`src/rtl/game_state_ctrl_pkg.sv`:
```
// Shared types and constants for the game flow controller and the blocks that consume its outputs.
// Downstream logic compares game_active against GM_PLAY rather than a bare literal.
package game_state_ctrl_pkg;

    localparam int DEF_CLK_HZ    = 65_000_000;
    localparam int DEF_FPS       = 60;
    localparam int FRAME_TICKS   = DEF_CLK_HZ / DEF_FPS;
    localparam int FRAME_CNT_W   = 21;

    typedef enum logic [2:0] {
        ST_MENU      = 3'd0,
        ST_PLAYING   = 3'd1,
        ST_DYING     = 3'd2,
        ST_BOSS_DOWN = 3'd3,
        ST_WIN       = 3'd4,
        ST_LOSE      = 3'd5
    } game_state_t;

    typedef enum logic [1:0] {
        GM_MENU = 2'd0,
        GM_PLAY = 2'd1,
        GM_WIN  = 2'd2,
        GM_LOSE = 2'd3
    } game_mode_t;

    // The HUD stays visible through the dying and boss-down animations.
    function automatic game_mode_t mode_of(game_state_t s);
        case (s)
            ST_PLAYING, ST_DYING, ST_BOSS_DOWN: return GM_PLAY;
            ST_WIN:                             return GM_WIN;
            ST_LOSE:                            return GM_LOSE;
            default:                            return GM_MENU;
        endcase
    endfunction

    function automatic logic [7:0] sat_inc(logic [7:0] v);
        return (v == 8'hFF) ? v : v + 8'd1;
    endfunction

endpackage

```
`src/rtl/game_state_ctrl_if.sv`:
```
// Bundle between the game flow controller and its neighbours (button, HUD overlay, boss logic).
// The slave modport is the controller's view; master is the surrounding system.
interface game_state_ctrl_if;
    import game_state_ctrl_pkg::*;

    logic        btn_start;
    logic [3:0]  current_health;
    logic [7:0]  boss_hp;
    game_mode_t  game_active;
    logic        game_start;
    logic        frame_tick;
    game_state_t fsm_state;

    modport master (
        output btn_start, current_health, boss_hp,
        input  game_active, game_start, frame_tick, fsm_state
    );

    modport slave (
        input  btn_start, current_health, boss_hp,
        output game_active, game_start, frame_tick, fsm_state
    );

endinterface

```
`src/rtl/game_state_ctrl_frame_tick_gen.sv`:
```
// Frame tick generator: one-cycle registered pulse every FRAME_TICKS clocks.
// Also intended for the heart overlay and sprite animators.
module game_state_ctrl_frame_tick_gen
    import game_state_ctrl_pkg::*;
#(
    parameter int FRAME_TICKS = game_state_ctrl_pkg::FRAME_TICKS
) (
    input  logic clk,
    input  logic rst,
    output logic tick
);

    if (FRAME_TICKS < 1 || FRAME_TICKS > (1 << FRAME_CNT_W)) begin : g_bad_ticks
        $fatal(1, "FRAME_TICKS out of range for the 21-bit frame counter");
    end

    localparam logic [FRAME_CNT_W-1:0] LAST = FRAME_CNT_W'(FRAME_TICKS - 1);

    logic [FRAME_CNT_W-1:0] cnt_q;
    logic                   tick_q;

    // tick_q rises together with the counter returning to zero.
    always_ff @(posedge clk or negedge rst) begin
        if (!rst) begin
            cnt_q  <= '0;
            tick_q <= 1'b0;
        end else if (cnt_q == LAST) begin
            cnt_q  <= '0;
            tick_q <= 1'b1;
        end else begin
            cnt_q  <= cnt_q + 1'b1;
            tick_q <= 1'b0;
        end
    end

    assign tick = tick_q;

endmodule

```
`src/rtl/game_state_ctrl.sv`:
```
// Game flow controller: menu/play/win/lose sequencing, start-button edge detect, frame-counted delays.
// rst is active-low and asynchronous.
module game_state_ctrl
    import game_state_ctrl_pkg::*;
#(
    parameter int CLK_HZ       = 65_000_000,
    parameter int FPS          = 60,
    parameter int DEATH_FRAMES = 90,
    parameter int WIN_FRAMES   = 60,
    parameter int ARM_FRAMES   = 2
) (
    input  logic              clk,
    input  logic              rst,
    game_state_ctrl_if.slave  gs
);

    localparam int TICKS_PER_FRAME = CLK_HZ / FPS;

    if (DEATH_FRAMES < 1 || DEATH_FRAMES > 255 ||
        WIN_FRAMES   < 1 || WIN_FRAMES   > 255 ||
        ARM_FRAMES   < 1 || ARM_FRAMES   > 255) begin : g_bad_delays
        $fatal(1, "frame delay parameters must lie in 1..255");
    end

    localparam logic [7:0] DEATH_LAST = 8'(DEATH_FRAMES - 1);
    localparam logic [7:0] WIN_LAST   = 8'(WIN_FRAMES - 1);
    localparam logic [7:0] ARM_LOAD   = 8'(ARM_FRAMES);

    game_state_t state_q, state_d;
    game_mode_t  game_active_q, game_active_d;
    logic        game_start_q, game_start_d;
    logic        btn_q;
    logic [7:0]  arm_q, arm_d;
    logic [7:0]  dly_q, dly_d;
    logic        frame_tick;
    logic        start_rise;
    logic        checks_en;

    game_state_ctrl_frame_tick_gen #(
        .FRAME_TICKS (TICKS_PER_FRAME)
    ) u_tick (
        .clk  (clk),
        .rst  (rst),
        .tick (frame_tick)
    );

    assign start_rise = gs.btn_start & ~btn_q;
    // Zero-HP checks wait out the downstream HP reload after game_start.
    assign checks_en  = (arm_q == 8'd0);

    always_ff @(posedge clk or negedge rst) begin
        if (!rst) begin
            state_q       <= ST_MENU;
            game_active_q <= GM_MENU;
            game_start_q  <= 1'b0;
            btn_q         <= 1'b1;
            arm_q         <= 8'd0;
            dly_q         <= 8'd0;
        end else begin
            state_q       <= state_d;
            game_active_q <= game_active_d;
            game_start_q  <= game_start_d;
            btn_q         <= gs.btn_start;
            arm_q         <= arm_d;
            dly_q         <= dly_d;
        end
    end

    always_comb begin
        state_d = state_q;
        arm_d   = arm_q;
        dly_d   = dly_q;
        if (frame_tick && arm_q != 8'd0) begin
            arm_d = arm_q - 8'd1;
        end
        case (state_q)
            ST_MENU, ST_WIN, ST_LOSE: begin
                if (start_rise) begin
                    state_d = ST_PLAYING;
                    arm_d   = ARM_LOAD;
                end
            end
            ST_PLAYING: begin
                if (checks_en) begin
                    if (gs.current_health == 4'd0) begin
                        state_d = ST_DYING;
                        dly_d   = 8'd0;
                    end else if (gs.boss_hp == 8'd0) begin
                        state_d = ST_BOSS_DOWN;
                        dly_d   = 8'd0;
                    end
                end
            end
            ST_DYING: begin
                if (frame_tick) begin
                    if (dly_q == DEATH_LAST) state_d = ST_LOSE;
                    else                     dly_d   = sat_inc(dly_q);
                end
            end
            ST_BOSS_DOWN: begin
                if (frame_tick) begin
                    if (dly_q == WIN_LAST) state_d = ST_WIN;
                    else                   dly_d   = sat_inc(dly_q);
                end
            end
            default: state_d = ST_MENU;
        endcase
    end

    always_comb begin
        game_active_d = mode_of(state_d);
        game_start_d  = (state_d == ST_PLAYING) &&
                        (state_q == ST_MENU || state_q == ST_WIN || state_q == ST_LOSE);
    end

    assign gs.game_active = game_active_q;
    assign gs.game_start  = game_start_q;
    assign gs.frame_tick  = frame_tick;
    assign gs.fsm_state   = state_q;

endmodule

```
`src/flat_wrapper.sv`:
```
// flat-port wrapper written by rule: the top's interface ports become plain ports
module game_state_ctrl_flat import game_state_ctrl_pkg::*;
#(
    parameter int CLK_HZ       = 65_000_000,
    parameter int FPS          = 60,
    parameter int DEATH_FRAMES = 90,
    parameter int WIN_FRAMES   = 60,
    parameter int ARM_FRAMES   = 2
)
  (clk, rst, gs_btn_start, gs_current_health, gs_boss_hp, gs_game_active, gs_game_start, gs_frame_tick, gs_fsm_state);
  game_state_ctrl_if gs_i ();
  input  logic clk;
  input  logic rst;
  input wire logic [$bits(gs_i.btn_start)-1:0] gs_btn_start;
  input wire logic [$bits(gs_i.current_health)-1:0] gs_current_health;
  input wire logic [$bits(gs_i.boss_hp)-1:0] gs_boss_hp;
  output wire logic [$bits(gs_i.game_active)-1:0] gs_game_active;
  output wire logic [$bits(gs_i.game_start)-1:0] gs_game_start;
  output wire logic [$bits(gs_i.frame_tick)-1:0] gs_frame_tick;
  output wire logic [$bits(gs_i.fsm_state)-1:0] gs_fsm_state;
  assign gs_i.btn_start = gs_btn_start;
  assign gs_i.current_health = gs_current_health;
  assign gs_i.boss_hp = gs_boss_hp;
  assign gs_game_active = gs_i.game_active;
  assign gs_game_start = gs_i.game_start;
  assign gs_frame_tick = gs_i.frame_tick;
  assign gs_fsm_state = gs_i.fsm_state;
  game_state_ctrl #(.CLK_HZ(CLK_HZ), .FPS(FPS), .DEATH_FRAMES(DEATH_FRAMES), .WIN_FRAMES(WIN_FRAMES), .ARM_FRAMES(ARM_FRAMES)) u_core (.clk(clk), .rst(rst), .gs(gs_i));
endmodule
```
`config.mk`:
```
export PLATFORM = sky130hd
export DESIGN_NAME = game_state_ctrl_flat
export DESIGN_NICKNAME = d
export VERILOG_FILES = /design/src/rtl/game_state_ctrl_pkg.sv /design/src/rtl/game_state_ctrl_if.sv /design/src/rtl/game_state_ctrl_frame_tick_gen.sv /design/src/rtl/game_state_ctrl.sv /design/src/flat_wrapper.sv
export SDC_FILE = /design/constraint.sdc
export NUM_CORES = 1
export LEC_CHECK = 0
export BUFFER_PORTS_ARGS = -buffer_cell sky130_fd_sc_hd__buf_2
export CORE_UTILIZATION = 55
export CTS_CLUSTER_SIZE = 12
export DETAILED_ROUTE_END_ITERATION = 10
export GPL_ROUTABILITY_DRIVEN = 0
export HOLD_SLACK_MARGIN = 0.1
export PLACE_DENSITY = 0.8
export SYNTH_ARGS = -nofsm -noshare
export SYNTH_HDL_FRONTEND = slang
export SYNTH_SLANG_ARGS = --single-unit
export TNS_END_PERCENT = 30
```
`constraint.sdc`:
```
create_clock -name clk -period 2.4 [get_ports clk]
set_input_delay 0.24 -clock clk [delete_from_list [all_inputs] [get_ports clk]]
set_output_delay 0.24 -clock clk [all_outputs]
set_load 0.02 [all_outputs]
```
==> impl_metrics.csv, run 1 <==
group,metric,value,unit
outcome,status,"finished, final reports clean",
clocking,htree_levels,2,
worst_setup_path,worstPathArrival,2.27,ns
clocking,cts.sinks,45,
worst_setup_path,worstRegToRegCells,7,
worst_setup_path,critical_path.endpoint_type,"flip-flop",
timing,fin_crit,2.089,ns
synth,synth_edf_count,0,
job,cap_violations,0,
worst_setup_path,critPathMaxFanout,5,
die,die_w,66.86,um
layout,drive_gt1_frac,0.1595,
synth,synthArstFlopShare,1.000,
die,die_h,66.86,um
synth,synth_seq_cells,45,
clocking,cts.repair.resized,0,
clocking,cts_buffer_depth,2,
worst_setup_path,slowest_delay,0.48,ns
synth,syn_inst,228,
worst_setup_path,crit_buf_inv,1,
worst_setup_path,critPathKind,"flip-flop to flip-flop",
layout,seq_area,1127,um2
synth,yosys_warnings,0,
power,pwr-share-seq,0.471,
timing,finClkSkew,0.01147,ns
layout,fillers,337,
synth,ys_seq_area_frac,0.4873,
route,ant_nets,0,
timing,slew_headroom,0.3558,
layout,multi_input_area,1145,um2
worst_setup_path,cp_top_family,"simple AND/OR/NAND/NOR gates",
power,p_comb_frac,0.217,
timing,max_freq,478.8,MHz
placed_design,dp_hpwl,3241,um
power,totalPowerFinal,1.878,mW
worst_setup_path,reg2reg_slack,0.31,ns
synth,synthTopCellsByArea,"dfrtp_1 (48%), xnor2_1 (4.5%), xor2_1 (4.5%), nor2_1 (4.1%), ha_1 (3.2%)",
clocking,root_buffer,"clkbuf_8",
route,vias,1773,
timing,setup_violations,0,
die,core,4029,um2
die,ios,22,
worst_setup_path,rr_endpoint,"u_core.dly_q[1]",
power,power_switching,0.5576,mW
synth,yosys.area.top_type_share,0.4759,
synth,synth.distinct_cells,51,
power,leakage,1.209,nW
timing,finalCritPeriodShare,0.8703,
route,drc,0,
clocking,clkLatencyLatePin,0.29,ns
synth,syn-cell-area,2313,um2
die,start_util,0.5742,
global_routing,grt_pass1_vias,1687,
min_path,hold_class,"input port to async pin",
synth,synthFlopType,"dfrtp_1",
route,drtIter0Drc,100,
power,max-vdd-ir-drop,0.0005793,V
die,dieArea,4470,um2
worst_setup_path,crit_chain,"inv_1 -> ha_1 -> or4b_4 -> nor2_2 -> a21oi_2 -> nor3_2 -> mux2_1",
synth,synth_area_per_cell,10.15,um2
global_routing,antenna_found_initial,0,
global_routing,track_usage,0.2262,
placed_design,io_buffers,21,
placed_design,dp_worst_setup_slack,0.2998,ns
worst_setup_path,start_kind,"flip-flop",
power,p_int,1.321,mW
timing,drv_slew,0,
timing,whs,0.09554,ns
global_routing,grt_pass1_wl,7493,um
worst_setup_path,required,2.58,ns
timing,finalSetupTns,0,ns
layout,diodes,0,
power,p_sw_frac,0.2969,
worst_setup_path,rr_startpoint,"u_core.arm_q[0]",
route,totalWireLength,4548,um
clocking,cts.reportedPaths.clkPinSlew,0.09,ns
timing,final_hold_viol_count,0,
die,fp-row-count,23,
synth,synth.net_count,249,
power,power_density,717.2,nW/um2
global_routing,grt-ovfl-total,0,
timing,setup_ws,0.3114,ns
power,p_clk_frac,0.312,
worst_setup_path,cpMaxStageDelayCell,"or4b_4",
layout,area_growth,13.20,%
global_routing,grt_max_degree,46,
timing,worstMarginPinSlew,0.9663,ns
route,wl_per_cell,14.81,um
route,viasPerCell,5.775,
route,firstDrtPassIters,4,
timing,rsz0062_at_grt,"no",
clocking,cts_tree,"built",
clocking,cts_buffers,5,
layout,fin_nets,277,
synth,yosys.area.top_type,"dfrtp_1",
[stage by stage]
stage               cell area, um2  instances    util
floorplan                     2313        228       -
global placement              2492        298  0.6186
detailed placement            2492        298  0.6186
CTS                           2619        307  0.6500
global route                  2619        307  0.6500
finish                        2619        307  0.6500
[flip-flops by register name (all words and copies together) (netlist names)]
name	flops
u_core.u_tick.cnt_q	21
u_core.arm_q	8
u_core.dly_q	8
u_core.gs.fsm_state	3
u_core.gs.game_active	2
u_core.btn_q	1
u_core.gs.game_start	1
u_core.u_tick.tick	1
[cells by family after synthesis]
| logic type | after synthesis | share of synthesized area |
|---|---|---|
| AO/OA/AOI/OAI | 33 | 0.1093 |
| XOR/XNOR | 24 | 0.09086 |
| adder cells (fa/ha/maj) | 6 | 0.03245 |
| buffers and inverters | 11 | 0.01784 |
| flip-flops | 45 | 0.4873 |
| multiplexers | 3 | 0.01406 |
| AND/OR/NAND/NOR | 106 | 0.2482 |
[final cells by class]
| cell class | instances | area share |
|---|---|---|
| multi-input cells | 172 | 0.4372 |
| flip-flops and latches | 45 | 0.4305 |
| repair buffers | 26 | 0.05542 |
| clock buffers | 7 | 0.03297 |
| well taps | 50 | 0.02389 |
| clock inverters | 1 | 0.01147 |
| inverters | 6 | 0.008600 |
[per-layer routing]
layer	wire length, um	up-vias	share of wire	GRT usage
li1	-	875	-	-
met1	2041	846	0.45	0.2753
met2	2231	43	0.49	0.3927
met3	210	9	0.046	0.05308
met4	65	0	0.014	0.06915
met5	0	-	0	0
[worst max-delay path by stage]
stage                          startpoint         endpoint  slack (ns)  cells after the start
after floorplan           u_core.arm_q[0]  u_core.dly_q[0]        0.46                      7
after global placement    u_core.arm_q[0]  u_core.dly_q[0]        0.38                      7
after detailed placement  u_core.arm_q[0]  u_core.dly_q[1]        0.30                      7
after CTS                 u_core.arm_q[0]  u_core.dly_q[1]        0.29                      7
after global routing      u_core.arm_q[0]  u_core.dly_q[1]        0.13                      7
final                     u_core.arm_q[0]  u_core.dly_q[1]        0.31                      7
[cells in the mapped netlist (all sizes together), types with 2 or more instances]
cell type,n
dfrtp,44
nor2,26
nand2,17
nand3,12
xnor2,12
xor2,12
nor3,8
nor4,8
o21ai,7
ha,6
inv,6
a21oi,5
and3,5
nand4,5
nor2b,5
clkbuf,4
nand2b,4
a211o,3
or2,3
or3,3
a21o,2
a31oi,2
and4,2
mux2,2
nor4b,2
o22ai,2
o31ai,2
[placed cells by master, fill, tap and decap left out, types with 6 or more instances in the layout]
cell,count
xor2_1,12
ha_1,6
nor4_1,8
nor2_1,25
nand3_1,11
inv_1,6
nand2_1,17
clkbuf_8,6
nor3_1,7
o21ai_0,7
xnor2_1,12
buf_2,21
dfrtp_1,44
[power groups by stage]
stage          logic (mW)  clock network [mW]  registers, mW
2_1_floorplan       0.281                   0          0.897
3_3_place_gp        0.391                   0          0.894
3_5_place_dp        0.404                   0          0.897
4_1_cts             0.410               0.601          0.883
5_1_grt             0.454               0.632          0.893
6_report            0.407               0.587          0.884
[what timing repair did]
action	in CTS	in global routing
endpoints found under the hold margin	1	0
hold buffers	1	0
buffers inserted	0	0
Power figures use the tool's default switching activity.
==> run 2: changes to the inputs <==
--- a/config.mk
+++ b/config.mk
@@ -14,5 +14,6 @@
 export PLACE_DENSITY = 0.8
 export SYNTH_ARGS = -nofsm -noshare
 export SYNTH_HDL_FRONTEND = slang
+export SYNTH_HIERARCHICAL = 1
 export SYNTH_SLANG_ARGS = --single-unit
 export TNS_END_PERCENT = 30
==> impl_metrics.csv, run 2 <==
group,metric,value,unit
layout,fin_nets,282,
power,p_clk_frac,0.279,
power,power_density,661.7,nW/um2
power,pwr-share-seq,0.501,
route,ant_nets,0,
timing,final_hold_viol_count,0,
synth,ys_seq_area_frac,0.4700,
worst_setup_path,critical_path.endpoint_type,"flip-flop",
layout,mostFrequentLayoutCells,"dfrtp_1 (44), nor2_1 (25), buf_2 (21)",
layout,top_register,"u_core/u_tick/cnt_q",
worst_setup_path,critPathMaxFanout,8,
power,leakage,1.171,nW
worst_setup_path,rr_startpoint,"u_core/arm_q[0]",
layout,diodes,0,
clocking,clkLatencyLatePin,0.30,ns
layout,fin_util,0.6528,
synth,yosys.area.top_type_share,0.4591,
min_path,hold_class,"input port to async pin",
clocking,cts.sinks,45,
synth,synth.distinct_cells,51,
timing,finalCritPeriodShare,0.9148,
worst_setup_path,reg2reg_slack,0.20,ns
synth,synthArstFlopShare,1.000,
die,ios,22,
synth,syn_inst,233,
die,die_h,68.04,um
global_routing,antenna_found_initial,0,
layout,fillers,328,
layout,area_growth,11.22,%
die,die_w,68.04,um
die,fp-row-count,23,
clocking,cts_tree,"built",
synth,yosys.area.top_type,"dfrtp_1",
synth,synthFlopType,"dfrtp_1",
die,start_util,0.5870,
synth,synth.net_count,254,
worst_setup_path,start_kind,"flip-flop",
placed_design,postPlaceCellArea,2554,um2
job,cap_violations,0,
layout,final_common_cell,"dfrtp_1",
timing,whs,0.4076,ns
global_routing,track_usage,0.2099,
synth,synth_seq_cells,45,
clocking,cts_setup_buffers,0,
die,core,4086,um2
synth,synth_most_common_cell,"dfrtp_1",
global_routing,grt_pass1_vias,1607,
clocking,cts.reportedPaths.clkPinSlew,0.10,ns
clocking,root_buffer,"clkbuf_8",
die,dieArea,4629,um2
layout,largest_reg_flops,21,
synth,synth_commonest_cells,"dfrtp_1 (44), nor2_1 (25), xnor2_1 (17)",
synth,yosys_warnings,6,
placed_design,dp_hpwl,3206,um
global_routing,grt-ovfl-total,0,
route,firstDrtPassIters,4,
synth,synth_edf_count,0,
timing,rsz0062_at_grt,"no",
power,p_int,1.187,mW
synth,syn-cell-area,2399,um2
route,wl_per_cell,14.33,um
outcome,status,"finished, final reports clean",
route,drtIter0Drc,136,
clocking,cts_buffer_depth,2,
route,drc,0,
worst_setup_path,required,2.58,ns
timing,finalSetupTns,0,ns
route,viasPerCell,5.679,
global_routing,grt_max_degree,26,
global_routing,grt_pass1_wl,7079,um
placed_design,io_buffers,21,
worst_setup_path,worstPathArrival,2.37,ns
power,p_comb_frac,0.220,
timing,drv_slew,0,
power,p_sw_frac,0.3275,
layout,final_area,2668,um2
route,totalWireLength,4470,um
layout,largestRegisters,"u_core/u_tick/cnt_q: 21 flops, u_core/arm_q: 8 flops, u_core/dly_q: 8 flops",
power,max-vdd-ir-drop,0.0003455,V
timing,finClkSkew,0.01470,ns
layout,drive_gt1_frac,0.1756,
timing,worstMarginPinSlew,0.6398,ns
clocking,htree_levels,2,
worst_setup_path,critPathKind,"flip-flop to flip-flop",
timing,fin_crit,2.196,ns
synth,synthTopCellsByArea,"dfrtp_1 (46%), xnor2_1 (6.2%), nor2_1 (3.9%), ha_1 (3.1%), xor2_1 (2.9%)",
timing,slew_headroom,0.5677,
clocking,cts_buffers,5,
timing,max_freq,455.4,MHz
synth,synth_area_per_cell,10.29,um2
worst_setup_path,worstRegToRegCells,7,
power,power_switching,0.5781,mW
worst_setup_path,rr_endpoint,"u_core/dly_q[5]",
route,vias,1772,
timing,setup_violations,0,
-- run 2: routing by layer --
metal,part of all wire,vias up,track usage
met4,0.015,0,0.09115
met1,0.48,837,0.2631
met2,0.46,40,0.3468
met3,0.043,4,0.04500
li1,-,891,-
met5,0,-,0
-- run 2: cell families after synthesis --
family | count (synthesis) | share of synthesized area
AND/OR/NAND/NOR | 113 | 0.2791
XOR/XNOR | 25 | 0.09129
AO/OA/AOI/OAI | 27 | 0.08034
multiplexers | 4 | 0.02087
buffers and inverters | 13 | 0.02712
adder cells (fa/ha/maj) | 6 | 0.03130
flip-flops | 45 | 0.4700
-- run 2: final cells by class --
| class | count | area (um2) | area share |
|---|---|---|---|
| flip-flops and latches | 45 | 1127 | 0.4226 |
| repair buffers | 26 | 147.6 | 0.05535 |
| inverters | 8 | 30.03 | 0.01126 |
| well taps | 50 | 62.56 | 0.02345 |
| multi-input cells | 175 | 1206 | 0.4522 |
| clock buffers | 5 | 68.82 | 0.02580 |
| clock inverters | 3 | 25.02 | 0.009381 |
-- run 2: what timing repair did --
action / CTS / global route
hold buffers: 2 / 0
endpoints found under the setup margin: 0 / 0
resized for setup: 0 / 0
endpoints found under the hold margin: 21 / 0
-- run 2: how the worst max path moves through the flow --
stage                         start         endpoint  slack (ns)  depth (start not counted)
floorplan           u_core/arm_q[0]  u_core/dly_q[0]        0.32                          7
global placement    u_core/arm_q[0]  u_core/dly_q[0]        0.27                          7
detailed placement  u_core/arm_q[0]  u_core/dly_q[0]        0.24                          7
CTS                 u_core/arm_q[0]  u_core/dly_q[5]        0.21                          7
global route        u_core/arm_q[0]  u_core/dly_q[5]        0.08                          7
finish              u_core/arm_q[0]  u_core/dly_q[5]        0.20                          7
-- run 2: stage by stage --
stage | total power [mW] | setup slack, ns | std cells
final | 1.765 | 0.2044 | 312
after floorplan | 1.187 | 0.3188 | 233
after global placement | 1.272 | 0.2671 | 302
after CTS | 1.783 | 0.2090 | 312
after global routing | 1.852 | 0.07535 | 312
after detailed placement | 1.286 | 0.2380 | 302
-- run 2: worst max-delay path, cell delays in order, from the launching register on --
cell and delay, ns:
dfrtp_1 0.42, inv_1 0.12, ha_1 0.15, or3b_2 0.51, o21ai_4 0.16, nand3_2 0.17, or3_1 0.41, mux2i_1 0.13
-- run 2: power groups by stage --
stage | clock network (mW) | registers (mW) | logic, mW
floorplan | 0 | 0.903 | 0.283
detailed placement | 0 | 0.900 | 0.386
global route | 0.531 | 0.895 | 0.426
finish | 0.493 | 0.885 | 0.388
global placement | 0 | 0.895 | 0.377
CTS | 0.509 | 0.885 | 0.390
